[src/rtl/nou_aw_pkt_sched_if.sv]
// -----------------------------------------------------------------------------
// nou_aw_pkt_sched_if
// Bundle of request, grant and AXI AW/B observation signals between the NoC
// packet write scheduler and its surroundings (requesters, AW master
// controller, AXI channel monitors).
//
// Signals:
//   req, req_hdr_num, req_dat_num   requester side: level request and the
//                                   per-requester header/data flit counts
//   grant, grant_id                 one-hot grant and its index
//   start_aw                        one-cycle start pulse to the AW controller
//   header_flit_num, data_flit_num  flit counts latched at grant
//   axi_awvld/axi_awrdy             observed AW channel handshake
//   axi_bvld/axi_brdy               observed B channel handshake
//   aw_hold                         outstanding limit reached, mask AW valid
//   done                            per-requester packet-issued pulse
//   busy, outst_err                 status
//
// Modports:
//   slave  - the scheduler's view
//   master - the environment's view (requesters, AW controller, bench)
// -----------------------------------------------------------------------------
interface nou_aw_pkt_sched_if #(
   parameter int N_REQ = 4,
   parameter int HDR_W = 4,
   parameter int DAT_W = 8
);
   logic [N_REQ-1:0]       req;
   logic [N_REQ*HDR_W-1:0] req_hdr_num;
   logic [N_REQ*DAT_W-1:0] req_dat_num;
   logic [N_REQ-1:0]       grant;
   logic [2:0]             grant_id;
   logic                   start_aw;
   logic [HDR_W-1:0]       header_flit_num;
   logic [DAT_W-1:0]       data_flit_num;
   logic                   axi_awvld;
   logic                   axi_awrdy;
   logic                   axi_bvld;
   logic                   axi_brdy;
   logic                   aw_hold;
   logic [N_REQ-1:0]       done;
   logic                   busy;
   logic                   outst_err;

   modport slave (
      input  req, req_hdr_num, req_dat_num,
      input  axi_awvld, axi_awrdy, axi_bvld, axi_brdy,
      output grant, grant_id, start_aw, header_flit_num, data_flit_num,
      output aw_hold, done, busy, outst_err
   );

   modport master (
      output req, req_hdr_num, req_dat_num,
      output axi_awvld, axi_awrdy, axi_bvld, axi_brdy,
      input  grant, grant_id, start_aw, header_flit_num, data_flit_num,
      input  aw_hold, done, busy, outst_err
   );
endinterface

[src/rtl/nou_aw_pkt_sched.sv]
// -----------------------------------------------------------------------------
// nou_aw_pkt_sched
// Schedules NoC packet writes from N_REQ local requesters onto the single AXI
// AW master path. A round-robin arbiter picks one requester, latches its
// header/data flit counts, pulses start_aw to the AW controller and counts AW
// handshakes until the packet's total flit count has been issued, then pulses
// done for that requester and releases the grant. Independently it tracks
// outstanding writes (AW accepted, B not yet seen) and raises aw_hold at
// MAX_OUTST so the AW valid can be masked.
//
// Ports:
//   clk   clock
//   rstn  asynchronous active-low reset
//   bus   nou_aw_pkt_sched_if.slave (request, grant, AXI observe, status)
//
// State table:
//   state   | meaning
//   S_IDLE  | no packet owned; arbitrate among req each cycle
//   S_START | grant registered; start_aw high for this one cycle
//   S_XFER  | counting AW handshakes until beat_cnt reaches total
// -----------------------------------------------------------------------------
module nou_aw_pkt_sched #(
   parameter int N_REQ     = 4,
   parameter int HDR_W     = 4,
   parameter int DAT_W     = 8,
   parameter int MAX_OUTST = 8
) (
   input  logic               clk,
   input  logic               rstn,
   nou_aw_pkt_sched_if.slave  bus
);

   localparam int TW = ((HDR_W > DAT_W) ? HDR_W : DAT_W) + 1;
   localparam int OW = $clog2(MAX_OUTST + 1);

   typedef enum logic [1:0] {
      S_IDLE  = 2'd0,
      S_START = 2'd1,
      S_XFER  = 2'd2
   } state_t;

   state_t           state;
   logic [N_REQ-1:0] grant_q;
   logic [2:0]       grant_id_q;
   logic             start_aw_q;
   logic [HDR_W-1:0] hdr_q;
   logic [DAT_W-1:0] dat_q;
   logic [TW-1:0]    total_q;
   logic [TW-1:0]    beat_cnt;
   logic [N_REQ-1:0] done_q;
   logic [2:0]       rr_ptr;
   logic [OW-1:0]    outst_cnt;
   logic             outst_err_q;

   logic aw_hs;
   logic b_hs;

   assign aw_hs = bus.axi_awvld & bus.axi_awrdy;
   assign b_hs  = bus.axi_bvld  & bus.axi_brdy;

   // ---------------------------------------------------------------------
   // Round-robin winner: first set req bit at or above rr_ptr, wrapping.
   // cand walks rr_ptr, rr_ptr+1, ... modulo N_REQ; the inner loop keeps
   // every req index constant so no variable bit-select is needed.
   // ---------------------------------------------------------------------
   logic       win_found;
   logic [2:0] win_id;
   logic [3:0] cand;

   always_comb begin
      win_found = 1'b0;
      win_id    = 3'd0;
      cand      = 4'd0;
      for (int i = 0; i < N_REQ; i++) begin
         cand = {1'b0, rr_ptr} + 4'(i);
         if (cand >= 4'(N_REQ)) begin
            cand = cand - 4'(N_REQ);
         end
         for (int j = 0; j < N_REQ; j++) begin
            if (!win_found && (cand == 4'(j)) && bus.req[j]) begin
               win_found = 1'b1;
               win_id    = 3'(j);
            end
         end
      end
   end

   logic [N_REQ-1:0] win_oh;
   logic [HDR_W-1:0] win_hdr;
   logic [DAT_W-1:0] win_dat;

   always_comb begin
      win_oh  = '0;
      win_hdr = '0;
      win_dat = '0;
      for (int j = 0; j < N_REQ; j++) begin
         if (win_id == 3'(j)) begin
            win_oh[j] = 1'b1;
            win_hdr   = bus.req_hdr_num[j*HDR_W +: HDR_W];
            win_dat   = bus.req_dat_num[j*DAT_W +: DAT_W];
         end
      end
   end

   logic [2:0] rr_next;
   assign rr_next = (win_id == 3'(N_REQ - 1)) ? 3'd0 : (win_id + 3'd1);

   // ---------------------------------------------------------------------
   // Packet FSM with registered outputs
   // ---------------------------------------------------------------------
   always_ff @(posedge clk or negedge rstn) begin
      if (!rstn) begin
         state      <= S_IDLE;
         grant_q    <= '0;
         grant_id_q <= 3'd0;
         start_aw_q <= 1'b0;
         hdr_q      <= '0;
         dat_q      <= '0;
         total_q    <= '0;
         beat_cnt   <= '0;
         done_q     <= '0;
         rr_ptr     <= 3'd0;
      end else begin
         start_aw_q <= 1'b0;
         done_q     <= '0;
         case (state)
            S_IDLE: begin
               if (win_found) begin
                  grant_q    <= win_oh;
                  grant_id_q <= win_id;
                  hdr_q      <= win_hdr;
                  dat_q      <= win_dat;
                  total_q    <= TW'(win_hdr) + TW'(win_dat);
                  rr_ptr     <= rr_next;
                  start_aw_q <= 1'b1;
                  state      <= S_START;
               end
            end
            S_START: begin
               beat_cnt <= '0;
               state    <= S_XFER;
            end
            S_XFER: begin
               // An empty packet finishes without waiting for any handshake.
               if (total_q == '0) begin
                  done_q  <= grant_q;
                  grant_q <= '0;
                  state   <= S_IDLE;
               end else if (aw_hs) begin
                  beat_cnt <= beat_cnt + TW'(1);
                  if ((beat_cnt + TW'(1)) == total_q) begin
                     done_q  <= grant_q;
                     grant_q <= '0;
                     state   <= S_IDLE;
                  end
               end
            end
            default: begin
               state <= S_IDLE;
            end
         endcase
      end
   end

   // ---------------------------------------------------------------------
   // Outstanding-write tracking. Simultaneous AW and B cancel out, so the
   // counter only moves (and can only saturate) when exactly one occurs.
   // ---------------------------------------------------------------------
   always_ff @(posedge clk or negedge rstn) begin
      if (!rstn) begin
         outst_cnt   <= '0;
         outst_err_q <= 1'b0;
      end else begin
         if (aw_hs && !b_hs) begin
            if (outst_cnt == OW'(MAX_OUTST)) begin
               outst_err_q <= 1'b1;
            end else begin
               outst_cnt <= outst_cnt + OW'(1);
            end
         end else if (b_hs && !aw_hs) begin
            if (outst_cnt == '0) begin
               outst_err_q <= 1'b1;
            end else begin
               outst_cnt <= outst_cnt - OW'(1);
            end
         end
      end
   end

   assign bus.grant           = grant_q;
   assign bus.grant_id        = grant_id_q;
   assign bus.start_aw        = start_aw_q;
   assign bus.header_flit_num = hdr_q;
   assign bus.data_flit_num   = dat_q;
   assign bus.done            = done_q;
   assign bus.busy            = (state != S_IDLE);
   assign bus.aw_hold         = (outst_cnt == OW'(MAX_OUTST));
   assign bus.outst_err       = outst_err_q;

endmodule

[src/flat_wrapper.sv]
// flat-port wrapper written by rule: the top's interface ports become plain ports
module nou_aw_pkt_sched_flat 
#(
   parameter int N_REQ     = 4,
   parameter int HDR_W     = 4,
   parameter int DAT_W     = 8,
   parameter int MAX_OUTST = 8
)
  (clk, rstn, bus_req, bus_req_hdr_num, bus_req_dat_num, bus_axi_awvld, bus_axi_awrdy, bus_axi_bvld, bus_axi_brdy, bus_grant, bus_grant_id, bus_start_aw, bus_header_flit_num, bus_data_flit_num, bus_aw_hold, bus_done, bus_busy, bus_outst_err);
  nou_aw_pkt_sched_if #(.N_REQ(N_REQ), .HDR_W(HDR_W), .DAT_W(DAT_W)) bus_i ();
  input  logic clk;
  input  logic rstn;
  input wire logic [$bits(bus_i.req)-1:0] bus_req;
  input wire logic [$bits(bus_i.req_hdr_num)-1:0] bus_req_hdr_num;
  input wire logic [$bits(bus_i.req_dat_num)-1:0] bus_req_dat_num;
  input wire logic [$bits(bus_i.axi_awvld)-1:0] bus_axi_awvld;
  input wire logic [$bits(bus_i.axi_awrdy)-1:0] bus_axi_awrdy;
  input wire logic [$bits(bus_i.axi_bvld)-1:0] bus_axi_bvld;
  input wire logic [$bits(bus_i.axi_brdy)-1:0] bus_axi_brdy;
  output wire logic [$bits(bus_i.grant)-1:0] bus_grant;
  output wire logic [$bits(bus_i.grant_id)-1:0] bus_grant_id;
  output wire logic [$bits(bus_i.start_aw)-1:0] bus_start_aw;
  output wire logic [$bits(bus_i.header_flit_num)-1:0] bus_header_flit_num;
  output wire logic [$bits(bus_i.data_flit_num)-1:0] bus_data_flit_num;
  output wire logic [$bits(bus_i.aw_hold)-1:0] bus_aw_hold;
  output wire logic [$bits(bus_i.done)-1:0] bus_done;
  output wire logic [$bits(bus_i.busy)-1:0] bus_busy;
  output wire logic [$bits(bus_i.outst_err)-1:0] bus_outst_err;
  assign bus_i.req = bus_req;
  assign bus_i.req_hdr_num = bus_req_hdr_num;
  assign bus_i.req_dat_num = bus_req_dat_num;
  assign bus_i.axi_awvld = bus_axi_awvld;
  assign bus_i.axi_awrdy = bus_axi_awrdy;
  assign bus_i.axi_bvld = bus_axi_bvld;
  assign bus_i.axi_brdy = bus_axi_brdy;
  assign bus_grant = bus_i.grant;
  assign bus_grant_id = bus_i.grant_id;
  assign bus_start_aw = bus_i.start_aw;
  assign bus_header_flit_num = bus_i.header_flit_num;
  assign bus_data_flit_num = bus_i.data_flit_num;
  assign bus_aw_hold = bus_i.aw_hold;
  assign bus_done = bus_i.done;
  assign bus_busy = bus_i.busy;
  assign bus_outst_err = bus_i.outst_err;
  nou_aw_pkt_sched #(.N_REQ(N_REQ), .HDR_W(HDR_W), .DAT_W(DAT_W), .MAX_OUTST(MAX_OUTST)) u_core (.clk(clk), .rstn(rstn), .bus(bus_i));
endmodule
[config.mk]
export PLATFORM = sky130hd
export DESIGN_NAME = nou_aw_pkt_sched_flat
export DESIGN_NICKNAME = d
export VERILOG_FILES = /design/src/rtl/nou_aw_pkt_sched_if.sv /design/src/rtl/nou_aw_pkt_sched.sv /design/src/flat_wrapper.sv
export SDC_FILE = /design/constraint.sdc
export NUM_CORES = 1
export LEC_CHECK = 0
export ABC_CLOCK_PERIOD_IN_PS = 5700
export CORE_MARGIN = 2
export CORE_UTILIZATION = 35
export DETAILED_ROUTE_END_ITERATION = 10
export MAX_ROUTING_LAYER = met4
export PLACE_DENSITY = 0.59
export SYNTH_ARGS = -nofsm -noshare
export SYNTH_HDL_FRONTEND = slang
export SYNTH_SLANG_ARGS = --single-unit
[constraint.sdc]
create_clock -name clk -period 5.7 [get_ports clk]
set_input_delay 0.57 -clock clk [delete_from_list [all_inputs] [get_ports clk]]
set_output_delay 0.57 -clock clk [all_outputs]
set_load 0.005 [all_outputs]
Yosys cells after proc, flatten, opt, wreduce, memory -nomap -nowiden
Cells that the tools add are included.

operators by class
  $lt $le $gt $ge = 4
  add/sub/neg operators = 12
  equal/unequal tests = 27
  bitwise gates (word level) = 2
  multiplexer cells = 75
  reductions and logical operators = 69

operator list
  operator                                                                count
  4-bit two-way mux                                                       20
  2-bit two-way mux                                                       18
  1-bit logical AND                                                       33
  4-bit by 2-bit == test with 1-bit output (second input constant)        8
  8-bit two-way mux                                                       4
  1-bit two-way mux                                                       27
  4-bit logical NOT                                                       5
  9-bit two-way mux                                                       2
  9-bit one-hot mux with 2 select lines                                   1
  1-bit logical NOT                                                       17
  4-bit by 1-bit == test with 1-bit output (second input constant)        4
  4-bit by 3-bit >= comparator with 1-bit output (second input constant)  3
  3-bit AND reduction                                                     4
  4-bit by 3-bit subtractor with 4-bit output (second input constant)     3
  2-bit nonzero test                                                      5
  4-bit by 8-bit adder with 9-bit output                                  1
  9-bit by 1-bit adder with 9-bit output (second input constant)          1
  9-bit == test                                                           1
  9-bit logical NOT                                                       1
  3-bit by 2-bit adder with 4-bit output (second input constant)          2
  4-bit one-hot mux with 2 select lines                                   1
  2-bit == test (second input constant)                                   3
  2-bit by 1-bit != test with 1-bit output (second input constant)        3
  2-bit != test (second input constant)                                   3
  16 further kinds                                                        19

storage, ports and cells
  flip-flop bits (word level) = 52
  output and inout port bits = 27

Logic depth before layout (Yosys ltp)
Gate-level depths: netlist (run 1).

  depth after elaboration = 71
  mapped depth = 24

Worst setup path after synthesis (run 1)
No wires, ideal clock.

  path kind = reg2reg
  start point = register u_core.rr_ptr[1]
  end point = register u_core.total_q[7]
  cell stages (with the launch flop) = 22
  clock period less this slack = 4,126 ps
  arrival = 4,050 ps
  buffers on the path = 4
  path slack = 1,574 ps
  cells stage by stage = dfrtp_1 -> buf_2 -> nand2_1 -> ha_1 -> nand4_1 -> or2_1 -> nand3_1 -> o21a_1 -> o21a_1 -> ha_1 -> clkbuf_1 -> buf_2 -> buf_1 -> a21oi_1 -> o21ai_0 -> ha_1 -> a21o_1 -> a21o_1 -> a21oi_1 -> nor4_1 -> xor2_1 -> o21ai_1

between the ends
  cells in the longest elaborated chain, start to end = 71
  elaborated cells between the ends (all ways) = 122
  classes of those cells = add/sub: 8; order compare: 4; eq/ne: 15; mux: 43; reduce/logical: 52

ends and longest elaborated chain
  what                                                                                line                                            text
  start, declared                                                                     nou_aw_pkt_sched.sv:51                          logic [2:0] rr_ptr;
  start signal, assigned                                                              nou_aw_pkt_sched.sv:134                         rr_ptr <= rr_next;
  3-bit by 3-bit subtractor with 4-bit output or 3-bit >= comparator (tied branches)  nou_aw_pkt_sched.sv:77, nou_aw_pkt_sched.sv:76
  4-bit two-way mux                                                                   nou_aw_pkt_sched.sv:76                          if (cand >= 4'(N_REQ)) begin
  4-bit logical NOT                                                                   nou_aw_pkt_sched.sv:80                          if (!win_found && (cand == 4'(j)) && bus.req[j]) begin
  1-bit logical AND                                                                   nou_aw_pkt_sched.sv:80
  1-bit two-way mux                                                                   nou_aw_pkt_sched.sv:80
  1-bit logical NOT                                                                   nou_aw_pkt_sched.sv:80
  1-bit logical AND (2 in series)                                                     nou_aw_pkt_sched.sv:80
  1-bit two-way mux                                                                   nou_aw_pkt_sched.sv:80
  [... 52 more ...]                                                                   -
  1-bit logical NOT                                                                   nou_aw_pkt_sched.sv:80
  1-bit logical AND (2 in series)                                                     nou_aw_pkt_sched.sv:80
  2-bit two-way mux *                                                                 nou_aw_pkt_sched.sv:80
  3-bit logical NOT                                                                   nou_aw_pkt_sched.sv:97                          if (win_id == 3'(j)) begin
  4-bit two-way mux (3 in series)                                                     nou_aw_pkt_sched.sv:97
  4-bit two-way mux *                                                                 nou_aw_pkt_sched.sv:97
  net u_core.win_hdr[1]                                                               nou_aw_pkt_sched.sv:89                          logic [HDR_W-1:0] win_hdr;
  4-bit by 8-bit adder with 9-bit output *                                            nou_aw_pkt_sched.sv:133                         total_q <= TW'(win_hdr) + TW'(win_dat);
  end signal, assigned                                                                nou_aw_pkt_sched.sv:133
  end, declared                                                                       nou_aw_pkt_sched.sv:48                          logic [TW-1:0] total_q;

Mark *: on every way through the listed nets, which the timed path passes. The rest lies on a longest branch.
A chain may end at the register's enable or synchronous reset.

Worst setup path after layout (run 1)
  start point = register u_core.rr_ptr[1]
  end point = register u_core.total_q[5]

between the ends
  cells in the longest elaborated chain, start to end = 71
  elaborated cells between the ends (all ways) = 122
  classes of those cells = add/sub: 8; order compare: 4; eq/ne: 15; mux: 43; reduce/logical: 52

ends and longest elaborated chain
  what                                                                                line                                            text
  3-bit by 3-bit subtractor with 4-bit output or 3-bit >= comparator (tied branches)  nou_aw_pkt_sched.sv:77, nou_aw_pkt_sched.sv:76
  4-bit two-way mux                                                                   nou_aw_pkt_sched.sv:76
  4-bit logical NOT                                                                   nou_aw_pkt_sched.sv:80
  1-bit logical AND                                                                   nou_aw_pkt_sched.sv:80
  1-bit two-way mux                                                                   nou_aw_pkt_sched.sv:80
  1-bit logical NOT                                                                   nou_aw_pkt_sched.sv:80
  1-bit logical AND (2 in series)                                                     nou_aw_pkt_sched.sv:80
  1-bit two-way mux                                                                   nou_aw_pkt_sched.sv:80
  [... 53 more ...]                                                                   -
  1-bit logical AND (2 in series)                                                     nou_aw_pkt_sched.sv:80
  2-bit two-way mux *                                                                 nou_aw_pkt_sched.sv:80
  net u_core.win_id[0]                                                                nou_aw_pkt_sched.sv:67                          logic [2:0] win_id;
  3-bit logical NOT                                                                   nou_aw_pkt_sched.sv:97
  4-bit two-way mux (3 in series)                                                     nou_aw_pkt_sched.sv:97
  4-bit two-way mux *                                                                 nou_aw_pkt_sched.sv:97
  net u_core.win_hdr[1]                                                               nou_aw_pkt_sched.sv:89
  4-bit by 8-bit adder with 9-bit output *                                            nou_aw_pkt_sched.sv:133

Marks and branches as above.

==> reports/metrics.csv, run 1 <==
stage,metric,value,unit
run_status,outcome,"finished, final reports clean",
timing,finalHoldViolations,0,
place,gp_congestion,0.861,
floorplanning,dieHeight,103,µm
job,cap_violations,0,
global_routing,grt_most_used_layer,met2,
worst_setup_path,startpoint_type,register,
timing,worst_pin_slew,822,ps
timing,slew_viol_final,0,
worst_setup_path,critical_path.cell_chain,nand2_1 -> ha_1 -> nand4_1 -> or2_1 -> nand3_1 -> o21a_1 -> o21a_1 -> inv_1 -> ha_1 -> nor2b_1 -> a22oi_1 -> nor2_1 -> a21oi_1 -> o21ai_0 -> ha_1 -> a21o_1 -> a21o_1 -> a21oi_1 -> nor2_1 -> xor2_1 -> o21ai_1,
clock_tree,clock_insertion_delay_worst_skew,310,ps
route,routed_wirelength,8840,µm
global_routing,grt_max_degree,51,
yosys,avgSynthCellArea,8.94,µm²
timing,finalCritPeriodShare,90.4,%
route,vias,3083,
global_routing,grt_pass1_vias,3064,
min_path,hp-class,in2async,
global_routing,antenna_found_initial,0,
worst_setup_path,arrival,5390,ps
worst_setup_path,critPathSlowestCell,nor2b_1,
route,viasPerCell,5.20,
floorplanning,pin_count,85,
floorplanning,fp.coreArea,9640,µm²
route,drc,0,
finish,syn2layout_area_growth,29.2,%
pwr,p_leak,1.86,nW
timing,finClkSkew,9.07,ps
worst_setup_path,path_common_cell,ha_1,
finish,finish.net_count,538,
clock_tree,htreeDepth,2,
route,ant_nets,0,
timing,setup_viol,0,
worst_setup_path,r2r_start,u_core.rr_ptr[1],
floorplanning,die_w,103,µm
worst_setup_path,crit_fanout,15,
global_routing,gr-usage-met2,31.3,%
finish,fill_cells,978,
timing,fin_crit,5150,ps
yosys,synth.distinct_cells,62,
route,drt_iter0_markers,80,
clock_tree,cts-resized-gates,0,
place,hpwl,6850,µm
timing,grt_setup_unrepaired,no,
yosys,syn_area,3420,µm²
place,port_buffers,83,
clock_tree,max-clock-path-buffers,2,
floorplanning,start_util,35.5,%
yosys,yosysWarningCount,0,
global_routing,use_met1,22.4,%
timing,setup-tns-final,0,ps
global_routing,globalRouteTotalUtil,18.4,%
clock_tree,cts_tree,done,
floorplanning,die_area,10600,µm²
worst_setup_path,path_delay_family,compound AO/OA/AOI/OAI gates,
place,placed_area,4340,µm²
global_routing,grt_pass1_wl,15000,µm
clock_tree,cts.sinks,50,
yosys,synth-seq-cells,50,
pwr,cellPowerDensity,504,nW/µm²
worst_setup_path,worstSetupStartpoint,u_core.rr_ptr[1],
timing,slew_headroom,45.2,%
yosys,synth_cells,383,
pwr,vdd_drop_max,217,µV
yosys,synthArstFlopShare,100,%
worst_setup_path,max_stage_delay,620,ps
yosys,synth_edf_count,0,
worst_setup_path,crit_type,reg2reg,
clock_tree,cts-root-buf,clkbuf_8,
worst_setup_path,cp.required,5940,ps
global_routing,grt_util_met3,3.73,%
worst_setup_path,endpoint_kind,register,
finish,postLayoutCellArea,4430,µm²
timing,fmax,0.194,GHz
clock_tree,postCtsHoldBufs,0,
clock_tree,cts_setup_buffers,0,
yosys,yosysSeqAreaShare,36.5,%
yosys,synth_ff_type,dfrtp_1,
route,wl_per_cell,14.9,µm
worst_setup_path,critPathBufInv,1,
finish,antenna_cells,0,
floorplanning,rows,36,
clock_tree,numCtsBuffers,5,
finish,drive_gt1_share,7.83,%
route,first_pass_iters,4,
global_routing,grt-ovfl-total,0,
clock_tree,clk_pin_slew_worst_paths,100,ps
## sequential cells by signal, summed over array words and instances (netlist names), 2 cells and up
register,cells
u_core.bus.grant_id,2
u_core.bus.grant,4
u_core.total_q,9
u_core.bus.data_flit_num,8
u_core.beat_cnt,9
u_core.outst_cnt,4
u_core.rr_ptr,2
u_core.state,2
u_core.bus.done,4
u_core.bus.header_flit_num,4
## metrics by stage
step                      cells  worst slack [ps]  utilization, %  total power [mW]  hold slack (ps)
after floorplan             386              1570               -              1.59              274
final                       593               550            45.9              2.23              357
after global placement      585               691            45.0              2.00              466
after global routing        593              14.5            45.9              2.47              417
after detailed placement    585               462            45.0              2.02              470
after CTS                   593               587            45.9              2.26              399
## synth_stat cells (3+ instances only)
library cell | instances | share of area, %
dfrtp_1 | 50 | 37
nand2_1 | 48 | 5.3
o21ai_0 | 28 | 4.1
a21oi_1 | 27 | 3.9
ha_1 | 19 | 6.9
nor2_1 | 17 | 1.9
inv_1 | 15 | 1.6
xnor2_1 | 11 | 2.8
a22oi_1 | 10 | 2.2
mux2_2 | 10 | 3.3
nand3_1 | 9 | 1.3
and2_1 | 8 | 1.5
buf_2 | 8 | 1.2
o21ai_1 | 8 | 1.2
a31oi_1 | 7 | 1.3
nor3_1 | 7 | 1.0
xor2_1 | 7 | 1.8
and3_1 | 6 | 1.1
o31ai_1 | 6 | 1.3
clkbuf_1 | 5 | 0.55
a21o_1 | 4 | 0.88
buf_4 | 4 | 0.88
nand2b_1 | 4 | 0.73
nor2b_1 | 4 | 0.73
o221ai_1 | 4 | 1.0
a221o_1 | 3 | 0.88
mux2_1 | 3 | 0.99
nand4_1 | 3 | 0.55
o21a_1 | 3 | 0.66
o21bai_1 | 3 | 0.66
or3_1 | 3 | 0.55
## cell families after synthesis
logic type,synth area share [%]
adder cells (fa/ha/maj),8.11
AND/OR/NAND/NOR,18.5
multiplexers,4.27
flip-flops,36.5
XOR/XNOR,4.60
AO/OA/AOI/OAI,22.6
buffers and inverters,5.22
other,0.219
## where the power goes
group          internal (mW)  total (mW)  switching, mW  leakage [nW]
Clock                 0.0894       0.217          0.128        0.0458
Combinational          0.642        1.41          0.767          1.18
Sequential             0.485       0.603          0.119         0.643
Total                   1.22        2.23           1.01          1.86
## path summary, 6_finish.rpt
kind | slack, ps | endpoint | cells after the start
max in group asynchronous | 4890 | u_core.total_q[4] | 2
min reg2reg | 490 | u_core.bus.outst_err | 1
min in group clk | 490 | u_core.bus.outst_err | 1
min | 360 | u_core.bus.done[0] | 2
max | 550 | u_core.total_q[5] | 21
max reg2reg | 550 | u_core.total_q[5] | 21
## routing by layer
layer | vias up | part of all wire, %
li1 | 1528 | -
met1 | 1454 | 45
met2 | 93 | 48
met3 | 8 | 5.3
met4 | 0 | 1.2
met5 | - | 0
## worst register-to-register path, delay by kind of cell (launching register included)
family | cells | cell delay (ps)
buffers and inverters | 1 | 100
adders and majority gates | 3 | 1000
and+or+nand+nor | 7 | 1550
DFF | 1 | 590
xor gates and xnor gates | 1 | 190
AOI/OAI and AO/OA | 9 | 1660
## layout make-up
class / count / area, µm² / area share, %
Clock buffer: 6 / 72.6 / 1.64
Sequential cell: 50 / 1250 / 28.3
Timing Repair Buffer: 86 / 848 / 19.2
Tap cell: 133 / 166 / 3.76
Multi-Input combinational cell: 299 / 2010 / 45.3
Clock inverter: 2 / 17.5 / 0.396
Inverter: 17 / 63.8 / 1.44
## placed cells by master, fill, tap and decap left out, drive strengths merged, types with 6 or more instances in the layout
cell / n
o31ai: 6
nor2: 17
clkdlybuf4s50: 82
nand3: 10
nand2: 48
a22oi: 10
nor3: 7
dfrtp: 50
mux2: 13
xor2: 7
xnor2: 11
ha: 19
o21ai: 38
and2: 8
a31oi: 7
inv: 18
and3: 7
a21oi: 28
clkbuf: 6
Note: power is estimated with default switching activity, not from simulation.
==> inputs of run 2 (changes only) <==
--- a/config.mk
+++ b/config.mk
@@ -8,6 +8,7 @@
 export ABC_CLOCK_PERIOD_IN_PS = 5700
 export CORE_MARGIN = 2
 export CORE_UTILIZATION = 35
+export CTS_CLUSTER_SIZE = 28
 export DETAILED_ROUTE_END_ITERATION = 10
 export MAX_ROUTING_LAYER = met4
 export PLACE_DENSITY = 0.59
==> results of run 2 <==
Same layout as run 1: the final DEF is identical, and so are final timing and power.
==> inputs of run 3 (changes only) <==
--- a/config.mk
+++ b/config.mk
@@ -7,11 +7,12 @@
 export LEC_CHECK = 0
 export ABC_CLOCK_PERIOD_IN_PS = 5700
 export CORE_MARGIN = 2
-export CORE_UTILIZATION = 35
+export CORE_UTILIZATION = 40
 export CTS_CLUSTER_SIZE = 28
 export DETAILED_ROUTE_END_ITERATION = 10
 export MAX_ROUTING_LAYER = met4
-export PLACE_DENSITY = 0.59
+export PLACE_DENSITY = 0.66
 export SYNTH_ARGS = -nofsm -noshare
 export SYNTH_HDL_FRONTEND = slang
 export SYNTH_SLANG_ARGS = --single-unit
+export TNS_END_PERCENT = 5
==> reports/metrics.csv, run 3 (same netlist as run 1, synthesis figures left out) <==
stage,metric,value,unit
route,viasPerCell,5.49,
pwr,p_leak,1.86,nW
timing,slew_headroom,44.6,%
clock_tree,cts_setup_buffers,0,
place,hpwl,6620,µm
global_routing,grt_most_used_layer,met2,
global_routing,antenna_found_initial,0,
timing,worst_pin_slew,830,ps
timing,slew_viol_final,0,
finish,final_util,53.1,%
route,wl_per_cell,15.4,µm
clock_tree,clock_insertion_delay_worst_skew,310,ps
clock_tree,postCtsHoldBufs,0,
place,port_buffers,83,
finish,drive_gt1_share,7.84,%
route,ant_nets,0,
finish,layout_commonest_cell,clkdlybuf4s50_1,
finish,syn2layout_area_growth,28.0,%
floorplanning,pin_count,85,
clock_tree,clk_pin_slew_worst_paths,100,ps
timing,finClkSkew,10.3,ps
worst_setup_path,path_common_cell,ha_1,
timing,setup_viol,0,
clock_tree,cts-resized-gates,0,
finish,fin_cells,564,
floorplanning,rows,33,
floorplanning,die_w,96.5,µm
route,routed_wirelength,8680,µm
global_routing,grt_max_degree,51,
route,drt_iter0_markers,144,
pwr,vdd_drop_max,216,µV
min_path,hp-class,in2async,
clock_tree,max-clock-path-buffers,2,
route,first_pass_iters,6,
worst_setup_path,endpoint_kind,register,
timing,finalHoldViolations,0,
worst_setup_path,startpoint_type,register,
job,cap_violations,0,
timing,grt_setup_unrepaired,no,
worst_setup_path,max_stage_delay,620,ps
floorplanning,fp.coreArea,8260,µm²
timing,fmax,0.195,GHz
route,vias,3094,
global_routing,gr-usage-met2,31.4,%
place,dp.cells,556,
run_status,outcome,"finished, final reports clean",
floorplanning,die_area,9320,µm²
timing,setup-tns-final,0,ps
floorplanning,start_util,41.5,%
global_routing,grt-ovfl-total,0,
pwr,cellPowerDensity,504,nW/µm²
worst_setup_path,critical_path.cell_chain,nand2_1 -> ha_1 -> nand4_1 -> or2_1 -> nand3_1 -> o21a_1 -> o21a_1 -> inv_1 -> ha_1 -> nor2b_1 -> a22oi_1 -> nor2_1 -> a21oi_1 -> o21ai_0 -> ha_1 -> a21o_1 -> a21o_1 -> a21oi_1 -> nor2_1 -> xor2_1 -> o21ai_1,
clock_tree,htreeDepth,2,
worst_setup_path,crit_fanout,15,
global_routing,grt_pass1_vias,2958,
worst_setup_path,cp.required,5940,ps
global_routing,use_met1,25.5,%
clock_tree,cts.sinks,50,
clock_tree,numCtsBuffers,5,
timing,fin_crit,5120,ps
finish,layout_common_cells,"clkdlybuf4s50_1, dfrtp_1, nand2_1, o21ai_0, a21oi_1",
worst_setup_path,crit_type,reg2reg,
floorplanning,dieHeight,96.5,µm
place,gp_congestion,0.873,
clock_tree,cts-root-buf,clkbuf_8,
route,drc,0,
finish,finish.net_count,537,
worst_setup_path,arrival,5360,ps
global_routing,globalRouteTotalUtil,19.6,%
global_routing,grt_util_met3,3.96,%
global_routing,grt_pass1_wl,13900,µm
worst_setup_path,critPathSlowestCell,nor2b_1,
clock_tree,cts_tree,done,
timing,finalCritPeriodShare,89.8,%
finish,fill_cells,790,
finish,antenna_cells,0,
## run 3: critical path: cells and delay by family, from the launching register on
family                     cells  cell delay (ps)
adders and majority gates      3             1000
and+or+nand+nor                7             1500
DFF                            1              580
xor gates and xnor gates       1              180
buffers and inverters          1              100
AOI/OAI and AO/OA              9             1670
## run 3: final cells by class
type	count	area, µm²	share of cell area, %
tap	105	131	3.00
clock inverter	3	21.3	0.485
timing repair buffer	85	841	19.2
clock buffer	5	68.8	1.57
inverter	17	63.8	1.46
sequential	50	1250	28.5
multi-input combinational	299	2010	45.8
## run 3: per-stage QoR
stage	total power, mW	hold WS [ps]	worst slack (ps)	instance area, µm²
CTS	2.22	394	609	4380
global route	2.41	419	52.3	4380
global placement	1.98	460	697	4290
finish	2.21	360	582	4380
detailed placement	2.00	478	469	4290
floorplan	1.59	274	1570	3440
## run 3: path summary, 6_finish.rpt
kind | from | endpoint | slack, ps | cells past startpoint
max in group asynchronous | rstn | u_core.bus.data_flit_num[0] | 4910 | 2
min in group clk | u_core.bus.data_flit_num[6] | u_core.bus.data_flit_num[6] | 500 | 2
setup reg to reg | u_core.rr_ptr[1] | u_core.total_q[5] | 580 | 21
hold / removal | rstn | u_core.bus.grant[1] | 360 | 2
hold reg to reg | u_core.bus.data_flit_num[6] | u_core.bus.data_flit_num[6] | 500 | 2
setup / recovery | u_core.rr_ptr[1] | u_core.total_q[5] | 580 | 21
## run 3: metal layers
metal	vias up	share of wire, %
li1	1527	-
met1	1423	47
met2	126	45
met3	18	5.7
met4	0	2.1
met5	-	0
## run 3: power by group
| group | switching [mW] | internal (mW) | leakage (nW) | total (mW) |
|---|---|---|---|---|
| logic | 0.763 | 0.637 | 1.17 | 1.40 |
| clock network | 0.124 | 0.0865 | 0.0441 | 0.211 |
| registers | 0.115 | 0.485 | 0.643 | 0.600 |
